==> config.mk <==
export PLATFORM = sky130hd
export DESIGN_NAME = tdm_serializer_flat
export DESIGN_NICKNAME = d
export VERILOG_FILES = /design/src/rtl/tdm_serializer_pkg.sv /design/src/rtl/tdm_serializer_if.sv /design/src/rtl/tdm_serializer_bit_mux.sv /design/src/rtl/tdm_serializer.sv /design/src/flat_wrapper.sv
export SDC_FILE = /design/constraint.sdc
export NUM_CORES = 1
export LEC_CHECK = 0
export ABC_AREA = 1
export BUFFER_PORTS_ARGS = -buffer_cell sky130_fd_sc_hd__buf_2
export CORE_ASPECT_RATIO = 1.25
export CORE_UTILIZATION = 40
export CTS_BUF_LIST = sky130_fd_sc_hd__clkbuf_16
export DETAILED_ROUTE_END_ITERATION = 8
export PLACE_DENSITY_LB_ADDON = 0.3
export SLEW_MARGIN = 10
export SYNTH_ARGS = -nofsm -noshare
export SYNTH_HDL_FRONTEND = slang
export SYNTH_HIERARCHICAL = 1
export SYNTH_SLANG_ARGS = --single-unit
==> constraint.sdc <==
create_clock -name clk -period 3.1 [get_ports clk]
set_input_delay 0.31 -clock clk [delete_from_list [all_inputs] [get_ports clk]]
set_output_delay 0.31 -clock clk [all_outputs]
set_load 0.005 [all_outputs]
==> src/rtl/tdm_serializer_pkg.sv <==
// Shared types and defaults for the TDM word-to-bit serializer.
package tdm_pkg;

    // Default word width: bits per word and number of select positions.
    localparam int TDM_WIDTH = 4;

    // Serializer FSM: IDLE waits for a word, SHIFT walks the select counter.
    typedef enum logic [0:0] {
        IDLE  = 1'b0,
        SHIFT = 1'b1
    } tdm_state_e;

endpackage

==> src/rtl/tdm_serializer_if.sv <==
// Word-in / bit-out bus of the TDM serializer.
//
// Handshake: a word moves on a rising edge where in_valid && in_ready, a
// bit moves on a rising edge where out_valid && out_ready. A producer holds
// its payload stable while valid is high and the transfer has not happened;
// ready never depends on the valid of the same channel.
interface tdm_serializer_if
    import tdm_pkg::*;
#(
    parameter int WIDTH = TDM_WIDTH
) ();
    localparam int SEL_W = $clog2(WIDTH);

    logic             in_valid;
    logic             in_ready;
    logic [WIDTH-1:0] in_data;
    logic             out_valid;
    logic             out_ready;
    logic             out_bit;
    logic [SEL_W-1:0] out_sel;
    logic             out_first;
    logic             out_last;
    logic             busy;

    // Serializer side of the bus.
    modport slave (
        input  in_valid, in_data, out_ready,
        output in_ready, out_valid, out_bit, out_sel, out_first, out_last, busy
    );

    // Environment side: supplies words and consumes bits.
    modport master (
        output in_valid, in_data, out_ready,
        input  in_ready, out_valid, out_bit, out_sel, out_first, out_last, busy
    );
endinterface

==> src/rtl/tdm_serializer_bit_mux.sv <==
// Combinational WIDTH:1 bit select built as a binary tree of 2:1 muxes.
// Level k halves the candidates using sel_i[k-1], so the LSB of the select
// picks between neighbouring bits first. WIDTH must be a power of two.
module tdm_bit_mux #(
    parameter int WIDTH = 4,
    parameter int SEL_W = $clog2(WIDTH)
) (
    input  logic [WIDTH-1:0] data_i,
    input  logic [SEL_W-1:0] sel_i,
    output logic             bit_o
);

    for (genvar k = 0; k <= SEL_W; k++) begin : g_lvl
        logic [(WIDTH >> k)-1:0] v;
        if (k == 0) begin : g_leaf
            // Leaves are the data bits themselves.
            assign v = data_i;
        end else begin : g_node
            for (genvar j = 0; j < (WIDTH >> k); j++) begin : g_sel
                // One 2:1 selection between a pair of the previous level.
                assign v[j] = sel_i[k-1] ? g_lvl[k-1].v[2*j+1] : g_lvl[k-1].v[2*j];
            end
        end
    end

    assign bit_o = g_lvl[SEL_W].v[0];

endmodule

==> src/rtl/tdm_serializer.sv <==
// TDM serializer: takes parallel words on a valid/ready channel and emits
// them one bit per output beat, LSB first, together with the select index
// that steers a downstream WIDTH:1 mux. A one-entry pending buffer lets the
// next word start on the beat after the previous word's last bit.
// WIDTH must be a power of two and at least 2.
module tdm_serializer
    import tdm_pkg::*;
#(
    parameter int WIDTH = TDM_WIDTH
) (
    input  logic                 clk,
    input  logic                 rst,
    tdm_serializer_if.slave      bus,
    output tdm_state_e           state_o
);

    localparam int SEL_W = $clog2(WIDTH);
    localparam logic [SEL_W-1:0] SEL_LAST = SEL_W'(WIDTH - 1);

    tdm_state_e       state_q, state_d;
    logic [WIDTH-1:0] active_q, active_d;
    logic [SEL_W-1:0] sel_q, sel_d;
    logic [WIDTH-1:0] pend_q, pend_d;
    logic             pend_v_q, pend_v_d;

    logic accept;
    logic xfer;
    logic at_last;
    logic last_xfer;
    logic mux_bit;

    // Handshake qualifiers; in_ready depends on registers only.
    assign bus.in_ready = !pend_v_q;
    assign accept       = bus.in_valid && !pend_v_q;
    assign xfer         = (state_q == SHIFT) && bus.out_ready;
    assign at_last      = (sel_q == SEL_LAST);
    assign last_xfer    = xfer && at_last;

    // State, counter and buffers; reset discards any word in flight.
    always_ff @(posedge clk or posedge rst) begin
        if (rst) begin
            state_q  <= IDLE;
            active_q <= '0;
            sel_q    <= '0;
            pend_q   <= '0;
            pend_v_q <= 1'b0;
        end else begin
            state_q  <= state_d;
            active_q <= active_d;
            sel_q    <= sel_d;
            pend_q   <= pend_d;
            pend_v_q <= pend_v_d;
        end
    end

    // Next-state: load, step, reload from pending or same-edge accept, or stop.
    always_comb begin
        state_d  = state_q;
        active_d = active_q;
        sel_d    = sel_q;
        pend_d   = pend_q;
        pend_v_d = pend_v_q;
        case (state_q)
            IDLE: begin
                if (accept) begin
                    active_d = bus.in_data;
                    sel_d    = '0;
                    state_d  = SHIFT;
                end
            end
            SHIFT: begin
                if (xfer && !at_last) begin
                    sel_d = sel_q + SEL_W'(1);
                end else if (last_xfer) begin
                    sel_d = '0;
                    if (pend_v_q) begin
                        active_d = pend_q;
                        pend_v_d = 1'b0;
                    end else if (accept) begin
                        active_d = bus.in_data;
                    end else begin
                        state_d = IDLE;
                    end
                end
                // A word arriving while the active one still has bits to go
                // parks in the pending slot. On a last-bit edge the accept
                // (only possible with the slot empty) went straight to active.
                if (accept && !last_xfer) begin
                    pend_d   = bus.in_data;
                    pend_v_d = 1'b1;
                end
            end
            default: begin
                state_d = IDLE;
            end
        endcase
    end

    // Serial bit comes from the registered word through the select tree.
    tdm_bit_mux #(
        .WIDTH (WIDTH),
        .SEL_W (SEL_W)
    ) u_bit_mux (
        .data_i (active_q),
        .sel_i  (sel_q),
        .bit_o  (mux_bit)
    );

    assign bus.out_valid = (state_q == SHIFT);
    assign bus.out_bit   = mux_bit;
    assign bus.out_sel   = sel_q;
    assign bus.out_first = (state_q == SHIFT) && (sel_q == '0);
    assign bus.out_last  = (state_q == SHIFT) && at_last;
    assign bus.busy      = (state_q == SHIFT) || pend_v_q;
    assign state_o       = state_q;

    // Ready must be high whenever the pending slot is free.
    a_ready_when_free : assert property (@(posedge clk) disable iff (rst)
        !pend_v_q |-> bus.in_ready);

    // The select index never leaves the mux range.
    a_sel_in_range : assert property (@(posedge clk) disable iff (rst)
        bus.out_sel <= SEL_LAST);

endmodule

==> src/flat_wrapper.sv <==
// flat-port wrapper written by rule: the top's interface ports become plain ports
module tdm_serializer_flat import tdm_pkg::*;
#(
    parameter int WIDTH = TDM_WIDTH
)
  (clk, rst, state_o, bus_in_valid, bus_in_data, bus_out_ready, bus_in_ready, bus_out_valid, bus_out_bit, bus_out_sel, bus_out_first, bus_out_last, bus_busy);
  tdm_serializer_if #(.WIDTH(WIDTH)) bus_i ();
  input  logic clk;
  input  logic rst;
  output tdm_state_e state_o;
  input wire logic [$bits(bus_i.in_valid)-1:0] bus_in_valid;
  input wire logic [$bits(bus_i.in_data)-1:0] bus_in_data;
  input wire logic [$bits(bus_i.out_ready)-1:0] bus_out_ready;
  output wire logic [$bits(bus_i.in_ready)-1:0] bus_in_ready;
  output wire logic [$bits(bus_i.out_valid)-1:0] bus_out_valid;
  output wire logic [$bits(bus_i.out_bit)-1:0] bus_out_bit;
  output wire logic [$bits(bus_i.out_sel)-1:0] bus_out_sel;
  output wire logic [$bits(bus_i.out_first)-1:0] bus_out_first;
  output wire logic [$bits(bus_i.out_last)-1:0] bus_out_last;
  output wire logic [$bits(bus_i.busy)-1:0] bus_busy;
  assign bus_i.in_valid = bus_in_valid;
  assign bus_i.in_data = bus_in_data;
  assign bus_i.out_ready = bus_out_ready;
  assign bus_in_ready = bus_i.in_ready;
  assign bus_out_valid = bus_i.out_valid;
  assign bus_out_bit = bus_i.out_bit;
  assign bus_out_sel = bus_i.out_sel;
  assign bus_out_first = bus_i.out_first;
  assign bus_out_last = bus_i.out_last;
  assign bus_busy = bus_i.busy;
  tdm_serializer #(.WIDTH(WIDTH)) u_core (.clk(clk), .rst(rst), .bus(bus_i), .state_o(state_o));
endmodule
==> impl_results.md <==
* Most common cell after layout, fill and taps aside: nand2_1
* # setup viols final at 0
* Nets at 139
* Core box area at 0.001787 mm^2
* Maximum VDD drop at 523.1 uV
* Worst Path Max Fanout at 7
* Worst Hold Class: in2async
* Post-Syn Nets at 120
* Largest cells by area after synthesis: dfrtp_1, nand2_1, inv_1, ha_1, nand3_4
* Layout area overhead at 20.98%
* Post-synth top area share at between 30% and 40%
* GP Congestion at just over 0.7
* Slew headroom at 69.31%
* Synth warnings at 6
* Max_cap viols at 0
* Cell taking the most area after synthesis: dfrtp_1
* Initial DRC count at 10
* Startpoint Class: register
* Critical path class: reg2out
* Final hold viol count at 0
* Post-synthesis cell count at 109
* Netlist cell types at 16
* DPL Wire Length at 1.061 mm
* Die Width at ~40 um
* CTS root buffer: clkbuf_16
* Clock transition at the registers of the reported paths at ~0.04 ns
* CTS tree: yes
* WP data required at 2.79 ns
* Final hold slack at 0.07300 ns
* Initial antenna violation count at 0
* IO Pins at 17
* Worst Skew at about 0.0017 ns
* Pwr dens at 912.5 mW/mm^2
* Worst-Margin Slew at 0.4599 ns
* Post-route ant nets at 0
* #FFs+latches synth at 12
* Type of element capturing the critical path: output port
* PostCTS Resize Cnt at 0
* GR Util All Layers at 17.26%
* Status: complete, no violations
* Post-Syn Area per Cell at 7.002 um^2
* Die boundary height at 50.84 um
* DRC Markers at 0
* Final wirelength at 1.351 mm
* F_max at 0.6632 GHz
* Total gr overflow at 0
* Crit path time final at 1.508 ns
* Clock Latency Late Sink at about 0.24 ns
* Sequential fraction of the synthesis area at 39.34%
* Critical path arrival at 1.20 ns
* Fraction of layout cells with a size suffix above 1 at a little over a fifth
* CTS Sinks at 12
* Starting Density at a little over two fifths
* Hold_buf cts at 0
* Max-slew violation count at 0
* Num CTS Buffers at 3
* Largest net degree at the start of global routing at 13
* Unrepaired setup endpoints after global routing: no
* Setup Buffers After CTS at 0
* Cells on worst reg2reg path at 7
* Post-route clock period utilization at approximately half
* Post-Synthesis Cell Area at ~760 um^2
* Ant diodes at 0
* Setup tns final at 0 ns
* Vias per std cell at 4.372
* Static Leak at 0.5776 nW
* Count of input and output buffers at 16
* Commonest cells after routing, fill and taps aside: nand2_1, inv_1, buf_2
* Fin area at 923.4 um^2
* Vias in the first global route at ~630
* H-Tree Depth at 1
* Initial DRT Pass Iterations at 4
* WL per Instance at just over 9 um
* CTS Buffer Depth at 2
* Routed via count at ~630
* Cell Rows at 17
* First-pass GRT wire length at around 2.4 mm
* Placed Area at 848.3 um^2
* Die area at 0.002088 mm^2
## synthesized netlist by cell type
| library cell | count |
|---|---|
| nand2_2 | 1 |
| ha_1 | 3 |
| nor2_1 | 2 |
| dfrtp_1 | 12 |
| inv_1 | 29 |
| nor2_2 | 1 |
| buf_6 | 1 |
| nand3_1 | 6 |
| nand3_4 | 2 |
| o21bai_1 | 1 |
| buf_4 | 1 |
| nand2_1 | 38 |
| inv_2 | 3 |
| nand2_4 | 1 |
| o21ai_1 | 4 |
| o21ai_0 | 4 |
## critical path, stage by stage (launching register included)
cell and delay [ns]:
dfrtp_1 0.44, ha_1 0.29, nand2_1 0.08, inv_1 0.04, buf_2 0.11
## per-layer routing
layer,vias up,track usage (%),wire length [um]
met4,0,8.333,10
met2,12,26.04,664
met5,-,0,0
met1,271,21.47,624
met3,2,5.217,51
li1,349,-,-
## area by class of cell
type                       count  area, um^2
fill                         186       863.3
multi-input combinational     63       324.1
sequential                    12       300.3
inverter                      32       120.1
timing repair buffer          16       80.08
clock buffer                   3       75.07
tap                           19       23.77
## stage by stage
step / setup WS, ns / total power [mW] / utilization, % / instances
2_1_floorplan: 1.917 / 0.5178 / - / 109
4_1_cts: 1.573 / 0.8543 / 51.68 / 145
3_5_place_dp: 1.823 / 0.6148 / 47.48 / 142
3_3_place_gp: 1.850 / 0.6064 / 47.48 / 142
6_report: 1.592 / 0.8426 / 51.68 / 145
5_1_grt: 1.488 / 0.9311 / 51.68 / 145
## logic make-up (layout without fill, tap and decap cells)
group,after synthesis,count (layout),share of synthesized area (%)
simple gates,51,51,31.31
flops,12,12,39.34
compound gates,9,9,6.230
buf+inv,34,51,18.20
fa+ha+maj,3,3,4.919
## path summary, 6_finish.rpt
path | to | from | slack, ns
max | bus_out_last | u_core/bus.out_sel[0] | 1.59
min | u_core/active_q[3] | rst | 0.07
max reg2reg | u_core/active_q[0] | u_core/bus.out_sel[0] | 1.81
min reg2reg | u_core/pend_q[3] | u_core/pend_q[3] | 0.49
max in group asynchronous | u_core/bus.out_valid | rst | 2.71
min in group clk | u_core/pend_q[2] | bus_in_data[2] | 0.33
## state kept, by name (all words and copies together), names as in the netlist
name	cells
u_core/bus.out_valid	1
u_core/pend_q	4
u_core/pend_v_q	1
u_core/active_q	4
u_core/bus.out_sel	2
## power breakdown
group	switching (mW)	internal, mW
sequential	0.0491	0.226
clock	0.0658	0.168
combinational	0.196	0.137
Power figures use the tool's default switching activity.
